## config.mk

```make
export PLATFORM = sky130hd
export DESIGN_NAME = mem_access_ctrl
export DESIGN_NICKNAME = d
export VERILOG_FILES = /design/src/rtl/mem_ctrl_pkg.sv /design/src/rtl/mem_req_check.sv /design/src/rtl/mem_access_ctrl.sv
export SDC_FILE = /design/constraint.sdc
export NUM_CORES = 1
export LEC_CHECK = 0
export ABC_AREA = 1
export BUFFER_PORTS_ARGS = -buffer_cell sky130_fd_sc_hd__buf_4
export CAP_MARGIN = 15
export CORE_MARGIN = 1.5
export CORE_UTILIZATION = 47
export DETAILED_ROUTE_END_ITERATION = 8
export PLACE_DENSITY = 0.8
export SLEW_MARGIN = 20
export SYNTH_ARGS = -nofsm -noshare
export SYNTH_HDL_FRONTEND = slang
export SYNTH_SLANG_ARGS = --single-unit
export TNS_END_PERCENT = 20
```

## constraint.sdc

```tcl
create_clock -name clk -period 2.1 [get_ports clk]
set_clock_uncertainty 0.15 [all_clocks]
set_input_delay 0 -clock clk [delete_from_list [all_inputs] [get_ports clk]]
set_output_delay 0 -clock clk [all_outputs]
set_load 0.05 [all_outputs]
```

## src/rtl/mem_ctrl_pkg.sv

```systemverilog
// Shared constants and types for the unified-memory access controller.
package mem_ctrl_pkg;
    localparam logic [31:0] DATA_BASE = 32'h0000_0100;

    // Word index taken from byte-address bits [7:2]; everything above must be 0
    localparam int IDX_W    = 6;
    localparam int IDX_LO   = 2;
    localparam int IDX_HI   = IDX_LO + IDX_W - 1;
    localparam int RANGE_LO = IDX_HI + 1;

    localparam logic [2:0] F3_LB  = 3'b000;
    localparam logic [2:0] F3_LH  = 3'b001;
    localparam logic [2:0] F3_LW  = 3'b010;
    localparam logic [2:0] F3_LBU = 3'b100;
    localparam logic [2:0] F3_LHU = 3'b101;
    localparam logic [2:0] F3_SB  = 3'b000;
    localparam logic [2:0] F3_SH  = 3'b001;
    localparam logic [2:0] F3_SW  = 3'b010;

    typedef enum logic {
        SLOT_DATA  = 1'b0,
        SLOT_FETCH = 1'b1
    } slot_e;
endpackage

```

## src/rtl/mem_req_check.sv

```systemverilog
// Combinational legality check and word-index extraction for one request.
module mem_req_check
    import mem_ctrl_pkg::*;
#(
    parameter logic [31:0] BASE     = 32'h0,
    parameter bit          CHECK_F3 = 1'b1
) (
    input  logic [31:0]      addr_i,
    input  logic             we_i,
    input  logic [2:0]       funct3_i,
    output logic             ok_o,
    output logic [IDX_W-1:0] idx_o
);
    logic [31:0] off;
    logic        f3_ok;

    assign off   = addr_i - BASE;
    assign idx_o = off[IDX_HI:IDX_LO];

    always_comb begin
        f3_ok = 1'b1;
        if (CHECK_F3) begin
            if (we_i)
                f3_ok = funct3_i inside {F3_SB, F3_SH, F3_SW};
            else
                f3_ok = funct3_i inside {F3_LB, F3_LH, F3_LW, F3_LBU, F3_LHU};
        end
    end

    // BASE is word aligned, so the offset's low bits equal the address's
    assign ok_o = f3_ok
                && (off[31:RANGE_LO] == '0)
                && (off[IDX_LO-1:0] == '0);
endmodule

```

## src/rtl/mem_access_ctrl.sv

```systemverilog
// Shares the single memory port between fetch and load/store
// using alternating fetch/data slots.
module mem_access_ctrl
    import mem_ctrl_pkg::*;
#(
    parameter int n  = 32,
    parameter int AW = 12
) (
    input  logic          clk,
    input  logic          rst_n,
    input  logic          if_valid,
    input  logic [31:0]   if_pc,
    output logic          if_ready,
    output logic          if_done,
    output logic [n-1:0]  if_instr,
    output logic          if_err,
    input  logic          d_valid,
    input  logic          d_we,
    input  logic [2:0]    d_funct3,
    input  logic [31:0]   d_addr,
    input  logic [n-1:0]  d_wdata,
    output logic          d_ready,
    output logic          d_done,
    output logic [n-1:0]  d_rdata,
    output logic          d_err,
    output logic          mem_clkdiv2,
    output logic          mem_MemRead,
    output logic          mem_MemWrite,
    output logic [AW-1:0] mem_addr,
    output logic [2:0]    mem_funct3,
    output logic [n-1:0]  mem_data_in,
    input  logic [n-1:0]  mem_data_out
);
    slot_e            phase_q, phase_d;
    logic             f_pend_q, f_pend_d;
    logic             d_pend_q, d_pend_d;
    logic [IDX_W-1:0] iidx_q, iidx_d;
    logic [IDX_W-1:0] didx_q, didx_d;
    logic             we_q, we_d;
    logic [2:0]       f3_q, f3_d;
    logic [n-1:0]     wdata_q, wdata_d;
    logic             if_done_q, if_done_d;
    logic             if_err_q, if_err_d;
    logic [n-1:0]     if_instr_q, if_instr_d;
    logic             d_done_q, d_done_d;
    logic             d_err_q, d_err_d;
    logic [n-1:0]     d_rdata_q, d_rdata_d;

    logic             f_ok, d_ok;
    logic [IDX_W-1:0] f_idx, d_idx;
    logic             f_slot, d_slot;

    mem_req_check #(.BASE(32'h0), .CHECK_F3(1'b0)) u_f_chk (
        .addr_i   (if_pc),
        .we_i     (1'b0),
        .funct3_i (3'b000),
        .ok_o     (f_ok),
        .idx_o    (f_idx)
    );

    mem_req_check #(.BASE(DATA_BASE), .CHECK_F3(1'b1)) u_d_chk (
        .addr_i   (d_addr),
        .we_i     (d_we),
        .funct3_i (d_funct3),
        .ok_o     (d_ok),
        .idx_o    (d_idx)
    );

    assign f_slot = (phase_q == SLOT_FETCH) && f_pend_q;
    assign d_slot = (phase_q == SLOT_DATA) && d_pend_q;

    always_comb begin
        phase_d    = (phase_q == SLOT_DATA) ? SLOT_FETCH : SLOT_DATA;
        f_pend_d   = f_pend_q;
        d_pend_d   = d_pend_q;
        iidx_d     = iidx_q;
        didx_d     = didx_q;
        we_d       = we_q;
        f3_d       = f3_q;
        wdata_d    = wdata_q;
        if_done_d  = 1'b0;
        if_err_d   = 1'b0;
        if_instr_d = if_instr_q;
        d_done_d   = 1'b0;
        d_err_d    = 1'b0;
        d_rdata_d  = d_rdata_q;

        if (f_slot) begin
            if_instr_d = mem_data_out;
            f_pend_d   = 1'b0;
            if_done_d  = 1'b1;
        end
        if (if_valid && if_ready) begin
            if (f_ok) begin
                f_pend_d = 1'b1;
                iidx_d   = f_idx;
            end else begin
                if_done_d = 1'b1;
                if_err_d  = 1'b1;
            end
        end

        if (d_slot) begin
            d_rdata_d = we_q ? '0 : mem_data_out;
            d_pend_d  = 1'b0;
            d_done_d  = 1'b1;
        end
        // Illegal requests never reach the memory, so no word is clobbered
        if (d_valid && d_ready) begin
            if (d_ok) begin
                d_pend_d = 1'b1;
                didx_d   = d_idx;
                we_d     = d_we;
                f3_d     = d_funct3;
                wdata_d  = d_wdata;
            end else begin
                d_done_d  = 1'b1;
                d_err_d   = 1'b1;
                d_rdata_d = '0;
            end
        end
    end

    always_ff @(posedge clk or negedge rst_n) begin
        if (!rst_n) begin
            phase_q    <= SLOT_DATA;
            f_pend_q   <= 1'b0;
            d_pend_q   <= 1'b0;
            iidx_q     <= '0;
            didx_q     <= '0;
            we_q       <= 1'b0;
            f3_q       <= '0;
            wdata_q    <= '0;
            if_done_q  <= 1'b0;
            if_err_q   <= 1'b0;
            if_instr_q <= '0;
            d_done_q   <= 1'b0;
            d_err_q    <= 1'b0;
            d_rdata_q  <= '0;
        end else begin
            phase_q    <= phase_d;
            f_pend_q   <= f_pend_d;
            d_pend_q   <= d_pend_d;
            iidx_q     <= iidx_d;
            didx_q     <= didx_d;
            we_q       <= we_d;
            f3_q       <= f3_d;
            wdata_q    <= wdata_d;
            if_done_q  <= if_done_d;
            if_err_q   <= if_err_d;
            if_instr_q <= if_instr_d;
            d_done_q   <= d_done_d;
            d_err_q    <= d_err_d;
            d_rdata_q  <= d_rdata_d;
        end
    end

    assign if_ready     = ~f_pend_q;
    assign d_ready      = ~d_pend_q;
    assign if_done      = if_done_q;
    assign if_err       = if_err_q;
    assign if_instr     = if_instr_q;
    assign d_done       = d_done_q;
    assign d_err        = d_err_q;
    assign d_rdata      = d_rdata_q;
    assign mem_clkdiv2  = (phase_q == SLOT_FETCH);
    assign mem_MemRead  = d_slot & ~we_q;
    assign mem_MemWrite = d_slot & we_q;
    assign mem_addr     = {didx_q, iidx_q};
    assign mem_funct3   = f3_q;
    assign mem_data_in  = d_slot ? wdata_q : '0;
endmodule

```

==> flow_results.org <==
** Worst setup path
- Category of the worst setup path capture point :: output port
- Category of the worst setup path launch point :: register
- Highest fanout seen on the critical path :: 33
- Arrival time at the worst endpoint :: 1.88 ns
- The largest single stage delay on the critical path is 0.43 ns.
- CP Data Required Time :: 1.95 ns
- Worst r2r path cells :: 6
- For this design, the slowest cell found on the critical path is sky130_fd_sc_hd__dfrtp_1.
- The setup path with the least slack is of type register to output port.
- Chain of cells forming the critical path :: inv_1 > nand2_2 > nor2_2 > buf_8 > buf_4

** Routing
- Residual antenna-violating net count after detailed routing :: 0
- Mean number of vias per cell :: 5.22
- In the final routed layout, each cell accounts on average for 17.8 µm.
- Detailed routing inserted a total of 5908 vias.
- DRT Wirelength :: 20.1 mm
- The first TritonRoute pass finished after 7 iterations.
- First DRT Iteration DRCs :: 476
- Number of DRC violations after detailed routing :: 0

** Floorplan
- Die Height :: 112 µm
- From left edge to right edge, the die measures 112 µm.
- Std cell rows :: 39
- Placeable core region :: 11500 µm²
- The die covers 12500 µm².
- Number of top-level design ports :: 256
- The initial utilization of the core area, before any placement, comes to 48.4%.

** Synth
- Library cell occupying the most area in the post-synthesis netlist :: sky130_fd_sc_hd__dfrtp_1
- Synthesis instantiated 25 different standard cells from the library.
- Area share of the leading cell type in the synthesized netlist :: 53.7%
- Number of flops mapped to enable cells by yosys :: 0
- Top cells by area in the synthesized netlist :: sky130_fd_sc_hd__dfrtp_1 (54%), sky130_fd_sc_hd__nand2_1 (9.4%), sky130_fd_sc_hd__mux2_2 (6.5%)
- Post-Syn Area per Cell :: 9.06 µm²
- Synthesis handed over a netlist of 612 instances.
- Dominant synthesized flop cell :: sky130_fd_sc_hd__dfrtp_1
- Post-synthesis net count :: 748
- Warnings from Yosys :: 0
- Synth Register Bits :: 119
- The share of the Yosys chip area taken by registers is 53.7%.
- The cell area that synthesis handed to floorplanning was 5550 µm².
- Fraction of synthesis flops using an asynchronous set or reset pin :: 100%

** CTS
- H-tree depth reported by CTS :: 4
- After clock tree synthesis, the clock-pin slew on the worst setup and hold paths is 0.06 ns.
- Once the clock tree was built, the setup fixing pass inserted 0 buffers.
- Clk buf depth :: 2
- Clock tree from TritonCTS :: done
- At the later pin of the worst-skew pair, clock insertion delay measures 0.41 ns.
- Counting the buffers created by CTS gives 17.
- The cell sitting at the root of the clock tree is a sky130_fd_sc_hd__clkbuf_16.
- CTS saw 119 sinks.

** Timing
- Max Fclk :: 0.494 GHz
- Setup violations remaining at the end of the flow were counted as 0.
- Total count of hold-check failures in the final report :: 0
- On the final layout, the worst hold slack is 0.0279 ns.
- Post-route minimum period :: 2.03 ns
- Final clock period utilization by the worst path :: 96.4%
- Max Transition Viols Final :: 0
- For the pin with the worst max-slew slack, the measured transition is 0.478 ns.
- Slew Limit Headroom :: 68.2%
- Worst Slack Setup Final :: 0.0748 ns

** Cells and area
- Area Growth Syn to Fin :: 65.9%
- Multi-input gate area :: 2160 µm²
- Total number of nets in the final design :: 1111
- Share of post-route cells with drive strength above 1 :: 40.1%
- The filler cells instantiated in the layout total 673.
- Across the whole layout, storage elements account for 2980 µm².
- Antenna diodes :: 0

** Power and ir drop
- Power per cell area :: 648 nW/µm²
- Across the VDD grid, the largest voltage drop is 0.000501 V.
- After layout, the design draws a total of 0.00597 W.
- Leakage component of the power :: 4.63 nW

** Place
- Worst setup slack after placement :: -0.222 ns
- Buffers placed on the I/O ports in this run total 255.
- The congestion estimate from routability-driven global placement came to 0.858.
- Once detailed placement completed, the half-perimeter wirelength came to 11.8 mm.

** Job
- Reported max-cap violation count :: 0

** Global route
- Entering global routing, the biggest net connects 44 pins.
- Vias in the first global route :: 6267
- First-pass GRT wire length :: 32.2 mm
- Number of antenna violations at the first check in global routing :: 0
- The total overflow left after global routing is 0.
- Global routing used 33.0% of the available tracks.

** Status
- The run finished with clean final reports.

** Hold path
- The worst hold path belongs to the class input port to register.
- Worst hold path stage count :: 6
==> cell usage after synthesis, types with 2 or more instances <==
cell and instances:
sky130_fd_sc_hd__nand2_1 139, sky130_fd_sc_hd__dfrtp_1 119, sky130_fd_sc_hd__nor2_1 74, sky130_fd_sc_hd__inv_1 60
sky130_fd_sc_hd__nand3_1 53, sky130_fd_sc_hd__nor2_2 36, sky130_fd_sc_hd__a22oi_1 32, sky130_fd_sc_hd__mux2_2 32
sky130_fd_sc_hd__clkbuf_1 14, sky130_fd_sc_hd__o21ai_0 12, sky130_fd_sc_hd__buf_6 11, sky130_fd_sc_hd__nand3b_1 5
sky130_fd_sc_hd__nor4_1 5, sky130_fd_sc_hd__buf_1 4, sky130_fd_sc_hd__nand3_2 3, sky130_fd_sc_hd__nand4_1 3
sky130_fd_sc_hd__nor2_4 2
==> path summary, 6_finish.rpt <==
path,start,end,slack (ns)
max,mem_clkdiv2,mem_MemRead,0.07
min,if_pc[20],iidx_q[2],0.03
max reg2reg,mem_clkdiv2,d_rdata[26],0.29
min reg2reg,wdata_q[13],wdata_q[13],0.32
max in group asynchronous,rst_n,wdata_q[22],0.86
min in group asynchronous,rst_n,if_instr[23],0.43
==> worst max-delay path: cells and delay by family (launching register included) <==
| family | cells | cell delay (ns) |
|---|---|---|
| buffers and inverters | 3 | 0.62 |
| AND/OR/NAND/NOR | 2 | 0.40 |
| flip-flops | 1 | 0.43 |
==> kinds of logic (layout without fill, tap and decap cells) <==
group,Yosys count,in the layout,synth area share (%)
AND/OR/NAND/NOR,325,325,26.6
flip-flops,119,119,53.7
buffers and inverters,90,466,7.58
AO/OA/AOI/OAI,46,46,5.64
multiplexers,32,32,6.50
==> power by group <==
group          internal [W]  leakage (nW)  total [W]  switching, W
logic              0.000390          2.78   0.000773      0.000383
registers           0.00233          1.58    0.00235     0.0000228
clock network       0.00175         0.277    0.00284       0.00109
==> cell usage in the layout (no fill, tap or decap) <==
cell type / n
sky130_fd_sc_hd__clkbuf_16: 17
sky130_fd_sc_hd__nand4_1: 3
sky130_fd_sc_hd__bufinv_16: 2
sky130_fd_sc_hd__clkinv_1: 1
sky130_fd_sc_hd__and2_0: 1
sky130_fd_sc_hd__clkinvlp_4: 3
sky130_fd_sc_hd__inv_6: 3
sky130_fd_sc_hd__nor2_8: 1
sky130_fd_sc_hd__inv_1: 60
sky130_fd_sc_hd__nand2_2: 2
sky130_fd_sc_hd__or2_2: 1
sky130_fd_sc_hd__dlygate4sd3_1: 87
sky130_fd_sc_hd__clkbuf_1: 1
sky130_fd_sc_hd__nand2_1: 138
sky130_fd_sc_hd__nand3_1: 52
sky130_fd_sc_hd__buf_12: 4
sky130_fd_sc_hd__buf_8: 1
sky130_fd_sc_hd__clkinv_4: 3
sky130_fd_sc_hd__o21ai_0: 12
sky130_fd_sc_hd__nor2_1: 73
sky130_fd_sc_hd__nor2_2: 37
sky130_fd_sc_hd__clkinv_2: 3
sky130_fd_sc_hd__buf_6: 1
sky130_fd_sc_hd__nand3_2: 4
sky130_fd_sc_hd__mux2_2: 32
sky130_fd_sc_hd__buf_4: 280
sky130_fd_sc_hd__a22oi_1: 32
sky130_fd_sc_hd__nor3_1: 1
sky130_fd_sc_hd__nor4_1: 5
sky130_fd_sc_hd__dfrtp_1: 119
sky130_fd_sc_hd__nand3b_1: 5
sky130_fd_sc_hd__o21bai_1: 1
sky130_fd_sc_hd__a21oi_1: 1
sky130_fd_sc_hd__nor2_4: 2
==> sequential cells by signal (all words and copies together) (netlist names) <==
name and flops:
didx_q 6, mem_funct3 3, if_instr 32, wdata_q 32
d_pend_q 1, if_err 1, d_done 1, d_err 1
we_q 1, f_pend_q 1, if_done 1, iidx_q 6
mem_clkdiv2 1, d_rdata 32
==> metal layers <==
metal,share of wire [%],up-vias,GRT usage [%]
met2,51,356,57.0
met1,37,2786,38.0
met5,0,-,0
met4,4.7,0,15.6
li1,-,2687,-
met3,7.2,79,8.98
==> stage by stage <==
step	instances	setup TNS, ns	utilization, %	instance area [µm²]
6_report	1131	0	80.2	9200
4_1_cts	1130	0	79.9	9170
5_1_grt	1131	-0.0143	80.2	9200
3_5_place_dp	1010	-10.04	67.1	7690
2_1_floorplan	612	0	-	5550
3_3_place_gp	1010	-4.41	67.1	7690
==> cell type report <==
class / count / share of cell area (%)
Tap cell: 143 / 1.94
Inverter: 61 / 2.49
Timing Repair Buffer: 373 / 33.5
Clock inverter: 14 / 1.63
Sequential cell: 119 / 32.4
Multi-Input combinational cell: 403 / 23.4
Clock buffer: 18 / 4.66
==> timing repair <==
action | 4_1_cts | 5_1_grt
hold endpoints to repair | 234 | 0
resized for setup | 0 | 4
setup endpoints to repair | 0 | 13
hold buffers | 88 | 0
Power figures use the tool's default switching activity.
